$ cat src/rtl/conv_pkg.sv
// Shared widths, FSM encoding and window tap addressing for the 3x3 window feeder.
package conv_pkg;
  localparam int PIX_W = 8;
  localparam int TAPS  = 9;
  localparam int WIN_W = PIX_W * TAPS;

  typedef enum logic [1:0] {
    IDLE   = 2'd0,
    LOAD   = 2'd1,
    WRITE  = 2'd2,
    STREAM = 2'd3
  } state_t;

  // LSB position of window/filter tap (r, c), r=0 top row, c=0 leftmost column.
  function automatic int tap_lsb(input int r, input int c);
    return PIX_W * (3 * r + c);
  endfunction
endpackage

$ cat src/rtl/conv3x3_line_buffer.sv
// Two one-row pixel delay lines; row1 holds the row above row0 at the same column.
module conv3x3_line_buffer
  import conv_pkg::*;
#(
  parameter int IMG_W = 16
) (
  input  logic                       clk,
  input  logic                       shift_en,
  input  logic [$clog2(IMG_W)-1:0]   col,
  input  logic [PIX_W-1:0]           din,
  output logic [PIX_W-1:0]           rd0,
  output logic [PIX_W-1:0]           rd1
);
  logic [PIX_W-1:0] row0 [IMG_W];
  logic [PIX_W-1:0] row1 [IMG_W];

  assign rd0 = row0[col];
  assign rd1 = row1[col];

  // Push the accepted pixel down one row at the current column.
  always_ff @(posedge clk) begin
    if (shift_en) begin
      row1[col] <= row0[col];
      row0[col] <= din;
    end
  end
endmodule

$ cat src/rtl/conv3x3_window_feeder.sv
// Serial filter loader and raster-to-3x3-window converter feeding the conv PE tensor.
module conv3x3_window_feeder
  import conv_pkg::*;
#(
  parameter int IMG_W = 16,
  parameter int IMG_H = 16
) (
  input  logic             clk,
  input  logic             rst,
  input  logic             filt_in_valid,
  input  logic [PIX_W-1:0] filt_in_data,
  output logic             filt_in_ready,
  input  logic             pix_in_valid,
  input  logic [PIX_W-1:0] pix_in_data,
  output logic             pix_in_ready,
  output logic             wb_write_en,
  output logic [WIN_W-1:0] filter,
  output logic [WIN_W-1:0] ifmap,
  output logic             ifmap_valid,
  output logic             frame_done
);
  localparam int COL_W = $clog2(IMG_W);
  localparam int ROW_W = $clog2(IMG_H);

  state_t           state;
  state_t           next_state;
  logic             filt_loaded;
  logic [3:0]       idx;
  logic [COL_W-1:0] col;
  logic [ROW_W-1:0] row;
  logic             filt_acc;
  logic             pix_acc;
  logic             last_pix;
  logic [PIX_W-1:0] lb0_rd;
  logic [PIX_W-1:0] lb1_rd;
  logic [WIN_W-1:0] win;
  logic [WIN_W-1:0] win_next;

  // Readies are registered, so a handshake is only seen in states that raised them.
  assign filt_acc = filt_in_valid & filt_in_ready;
  assign pix_acc  = pix_in_valid & pix_in_ready;
  assign last_pix = (row == ROW_W'(IMG_H - 1)) && (col == COL_W'(IMG_W - 1));

  conv3x3_line_buffer #(.IMG_W(IMG_W)) u_line_buffer (
    .clk      (clk),
    .shift_en (pix_acc),
    .col      (col),
    .din      (pix_in_data),
    .rd0      (lb0_rd),
    .rd1      (lb1_rd)
  );

  // State register.
  always_ff @(posedge clk) begin
    if (rst) begin
      state <= IDLE;
    end else begin
      state <= next_state;
    end
  end

  // Next-state logic.
  always_comb begin
    next_state = state;
    case (state)
      IDLE: begin
        if (filt_acc) begin
          next_state = LOAD;
        end else if (filt_loaded && pix_in_valid) begin
          next_state = STREAM;
        end else begin
          next_state = IDLE;
        end
      end
      LOAD: begin
        if (filt_acc && (idx == 4'd8)) begin
          next_state = WRITE;
        end else begin
          next_state = LOAD;
        end
      end
      WRITE:   next_state = IDLE;
      STREAM: begin
        if (pix_acc && last_pix) begin
          next_state = IDLE;
        end else begin
          next_state = STREAM;
        end
      end
      default: next_state = IDLE;
    endcase
  end

  // Window after shifting left one column and inserting the new right column.
  always_comb begin
    win_next = win;
    for (int r = 0; r < 3; r++) begin
      win_next[tap_lsb(r, 0) +: PIX_W] = win[tap_lsb(r, 1) +: PIX_W];
      win_next[tap_lsb(r, 1) +: PIX_W] = win[tap_lsb(r, 2) +: PIX_W];
    end
    win_next[tap_lsb(0, 2) +: PIX_W] = lb1_rd;
    win_next[tap_lsb(1, 2) +: PIX_W] = lb0_rd;
    win_next[tap_lsb(2, 2) +: PIX_W] = pix_in_data;
  end

  // Filter collection, weight-buffer strobe and handshake readies.
  always_ff @(posedge clk) begin
    if (rst) begin
      idx           <= 4'd0;
      filter        <= '0;
      filt_loaded   <= 1'b0;
      wb_write_en   <= 1'b0;
      filt_in_ready <= 1'b0;
      pix_in_ready  <= 1'b0;
    end else begin
      wb_write_en   <= (state == WRITE);
      filt_in_ready <= (next_state == IDLE) || (next_state == LOAD);
      pix_in_ready  <= (next_state == STREAM);
      if (state == WRITE) begin
        filt_loaded <= 1'b1;
      end
      if (filt_acc && ((state == IDLE) || (state == LOAD))) begin
        filter[{idx, 3'b000} +: PIX_W] <= filt_in_data;
        idx <= (idx == 4'd8) ? 4'd0 : idx + 4'd1;
      end
    end
  end

  // Window registers, raster counters and per-pixel output strobes.
  always_ff @(posedge clk) begin
    if (rst) begin
      win         <= '0;
      ifmap       <= '0;
      ifmap_valid <= 1'b0;
      frame_done  <= 1'b0;
      col         <= '0;
      row         <= '0;
    end else begin
      ifmap_valid <= 1'b0;
      frame_done  <= 1'b0;
      if (pix_acc) begin
        win <= win_next;
        // Columns 0..1 of a row would mix in pixels from the previous row.
        if ((row >= ROW_W'(2)) && (col >= COL_W'(2))) begin
          ifmap       <= win_next;
          ifmap_valid <= 1'b1;
        end
        if (last_pix) begin
          col        <= '0;
          row        <= '0;
          frame_done <= 1'b1;
        end else if (col == COL_W'(IMG_W - 1)) begin
          col <= '0;
          row <= row + ROW_W'(1);
        end else begin
          col <= col + COL_W'(1);
        end
      end
    end
  end
endmodule
$ cat config.mk
export PLATFORM = sky130hd
export DESIGN_NAME = conv3x3_window_feeder
export DESIGN_NICKNAME = d
export VERILOG_FILES = /design/src/rtl/conv_pkg.sv /design/src/rtl/conv3x3_line_buffer.sv /design/src/rtl/conv3x3_window_feeder.sv
export SDC_FILE = /design/constraint.sdc
export NUM_CORES = 1
export LEC_CHECK = 0
export CELL_PAD_IN_SITES_DETAIL_PLACEMENT = 1
export CELL_PAD_IN_SITES_GLOBAL_PLACEMENT = 2
export CORE_MARGIN = 4
export CORE_UTILIZATION = 43
export DETAILED_ROUTE_END_ITERATION = 16
export PLACE_DENSITY_LB_ADDON = 0.1
export SYNTH_ARGS = -nofsm -noshare
export SYNTH_HDL_FRONTEND = slang
export SYNTH_SLANG_ARGS = --single-unit
$ cat constraint.sdc
create_clock -name clk -period 7.3 [get_ports clk]
set_clock_uncertainty 0.2 [all_clocks]
set_input_delay 2.19 -clock clk [delete_from_list [all_inputs] [get_ports clk]]
set_output_delay 2.19 -clock clk [all_outputs]
set_load 0.01 [all_outputs]
==> qor.txt <==
Hold-fix buffers at CTS: 0
Static Leakage: 6.83 nW
Row cnt: 74
Crit Path Class: in2reg
Final slew viol count: 0
Maximum clock frequency: 229 MHz
Psw: 1.08 mW
Worst Max-Slew Pin Slew: 1170 ps
Clock power share: 45.1%
Setup TNS: 0 ps
Number of global-route vias before repair: 11745
Net Sw Frac: 20.6%
Gate Count Post-Synth: 1352
Drt via density: 5.38
Number of max-cap violations: 0
Req. time, crit path: 7360 ps
IO Pins: 169
Critical path launch point type: input port
Share of cells above drive strength 1: 12.4%
Number of remaining DRC errors: 0
Worst VDD drop: 0.000161 V
Worst relative slew slack: 20.3%
Final hold vios: 0
RSZ-0062 raised after global routing: no
Reg clk slew, reported paths: 60 ps
Sink Count: 472
H-Tree Depth: 2
Initial antenna violation count: 1
First-pass GRT wire length: 71000 um
Chip Width: 211 um
Sequential Power Share: 53.3%
Worst-Skew Late Latency: 580 ps
GRT Total Usage: 20.6%
R2R Setup Slk: 3820 ps
Post-synth ARST share: 0%
Grt total ovfl: 0
Vias: 11182
Dpl cell area: 0.0199 mm2
Tcrit/Tclk final: 59.8%
Vert. Die Dim: 211 um
Post-synthesis register bit count: 472
CP endpoint kind: flip-flop
TritonCTS Buffers: 49
Post-Syn Area per Cell: 13.1 um2
Fillers: 4093
Reg-to-Reg End: u_line_buffer.row1[7][7]
DPL Wire Length: 28500 um
Synth Warn #: 0
EDFF count, synth: 256
Worst hold-check path type: reg2reg
Number of nets in the layout: 1539
Layout Cells excl Fill: 2079
Seq/Total Area, Yosys: 67.9%
Core area: 0.0407 mm2
Internal power: 4.16 mW
Unique masters post-synth: 47
Hold path cells: 2
DRT Pass-1 Iters: 4
Logic pwr share: 1.6%
Final wirelength: 45900 um
Final GP Congestion: 0.776
Area Overhead vs Synth: 20.9%
Post-synth top flop: edfxtp_1
Tmin final: 4360 ps
Largest net degree at the start of global routing: 97
Dpl cells: 1991
Syn nets: 1381
IO Port Bufs: 168
Cell area after synthesis: 0.0177 mm2
CTS resizes: 0
Power per cell area: 245 mW/mm2
Status: completed
CTS tree: yes
DRT iter0 DRCs: 685
Worst Min Path Start: ifmap[52]
Antenna Nets Post-Route: 0
Finished Cell Area: 0.0214 mm2
Final setup violation count: 0
Post-CTS Setup Bufs: 0
Bufs on Longest Clock Path: 3
Crit-path max FO: 54
Clock Root Buffer: clkbuf_16
Starting density of the core: 43.4%
Die area: 0.0445 mm2
R2r worst-path depth: 4
DR WL/cell: 22.1 um
Hold Path End: ifmap[52]
CP Data Arrival Time: 4430 ps
## power by group through the flow
stage | Clock, mW | Combinational, mW | Sequential, mW
final | 2.36 | 0.0852 | 2.79
after global routing | 2.55 | 0.0935 | 2.79
after CTS | 2.44 | 0.0878 | 2.79
after detailed placement | 0 | 0.0875 | 2.85
after global placement | 0 | 0.0861 | 2.85
after floorplan | 0 | 0.0406 | 2.85
## flip-flops by register name, indices dropped and copies added, names as in the netlist, named ones only
register and count:
col 4, filt_in_ready 1, filt_loaded 1, filter 72, frame_done 1, idx 4, ifmap 72, ifmap_valid 1
pix_in_ready 1, row 4, state 2, u_line_buffer.row0 128, u_line_buffer.row1 128, wb_write_en 1, win 48
## how the worst max path moves through the flow
stage,from,cells past startpoint,slack [ps],end
finish,pix_in_valid,6,2940,u_line_buffer.row1[12][2]
floorplan,pix_in_valid,5,2570,u_line_buffer.row0[2][0]
CTS,pix_in_valid,6,2890,u_line_buffer.row1[8][7]
global route,pix_in_valid,6,2710,u_line_buffer.row1[12][2]
global placement,pix_in_valid,6,2330,u_line_buffer.row1[8][4]
detailed placement,pix_in_valid,6,2280,u_line_buffer.row1[8][6]
## kinds of logic after synthesis
| logic type | share of synthesized area [%] |
|---|---|
| adder cells (fa/ha/maj) | 0.636 |
| AND/OR/NAND/NOR | 10.4 |
| flip-flops | 67.9 |
| buffers and inverters | 2.57 |
| AO/OA/AOI/OAI | 6.14 |
| XOR/XNOR | 0.198 |
| multiplexers | 12.2 |
## synth_stat cells, types with 2 or more instances
| cell | n | share of area (%) |
|---|---|---|
| a211oi_1 | 2 | 0.085 |
| a21oi_1 | 161 | 4.6 |
| and2_1 | 8 | 0.28 |
| buf_1 | 5 | 0.11 |
| buf_2 | 30 | 0.85 |
| buf_4 | 4 | 0.17 |
| buf_6 | 5 | 0.32 |
| clkbuf_1 | 45 | 0.95 |
| dfxtp_1 | 216 | 24 |
| edfxtp_1 | 256 | 43 |
| ha_1 | 9 | 0.64 |
| inv_1 | 7 | 0.15 |
| mux2i_1 | 72 | 4.1 |
| mux4_2 | 64 | 8.1 |
| nand2_1 | 297 | 6.3 |
| nand2b_1 | 5 | 0.18 |
| nand3_1 | 39 | 1.1 |
| nand3b_1 | 2 | 0.085 |
| nand4_1 | 17 | 0.60 |
| nor2_1 | 37 | 0.78 |
| nor3_1 | 10 | 0.28 |
| nor3_2 | 2 | 0.11 |
| nor4_1 | 2 | 0.071 |
| o21ai_0 | 30 | 0.85 |
| o21ai_1 | 3 | 0.085 |
| xor2_1 | 3 | 0.15 |
## worst max-delay path: stages
cell,delay (ps)
clkdlybuf4s50_1,520
and2_2,150
buf_4,500
nand2_1,250
nor2_1,470
buf_4,330
## per-layer routing
| metal | wire length, um | track usage (%) | vias to the layer above |
|---|---|---|---|
| met2 | 23100 | 35.2 | 221 |
| li1 | - | - | 5196 |
| met5 | 0 | 0 | - |
| met1 | 19400 | 26.7 | 5700 |
| met4 | 995 | 5.25 | 0 |
| met3 | 2440 | 5.02 | 65 |
## metrics by stage
stage	hold slack, ps	power (mW)	worst slack [ps]	util (%)
floorplan	226	2.89	2570	-
global placement	242	2.93	2330	48.8
detailed placement	249	2.93	2280	48.8
CTS	256	5.32	2890	52.5
global route	269	5.43	2710	52.5
finish	253	5.24	2940	52.5
## placed cells by master, fill, tap and decap left out, types with 5 or more instances in the layout
master	count
nand2_1	296
edfxtp_1	256
dfxtp_1	213
clkdlybuf4s50_1	167
a21oi_1	161
mux2i_1	65
mux4_2	64
clkbuf_16	49
nand3_1	39
nor2_1	37
o21ai_0	30
buf_4	28
nand4_1	17
clkinv_2	11
clkbuf_1	10
ha_1	9
clkinv_1	8
mux2i_2	7
inv_1	7
and2_1	7
nor3_1	6
nand2b_1	5
clkbuf_8	5
## area by class of cell
cell class | instances | area (um2) | area share [%]
repair buffers | 196 | 1890 | 8.85
diodes | 1 | 2.50 | 0.0117
clock inverters | 23 | 166 | 0.778
flip-flops and latches | 472 | 12000 | 56.2
well taps | 532 | 666 | 3.11
clock buffers | 64 | 1330 | 6.23
multi-input cells | 783 | 5290 | 24.7
inverters | 8 | 30.0 | 0.140
(Power assumes the default switching activity.)
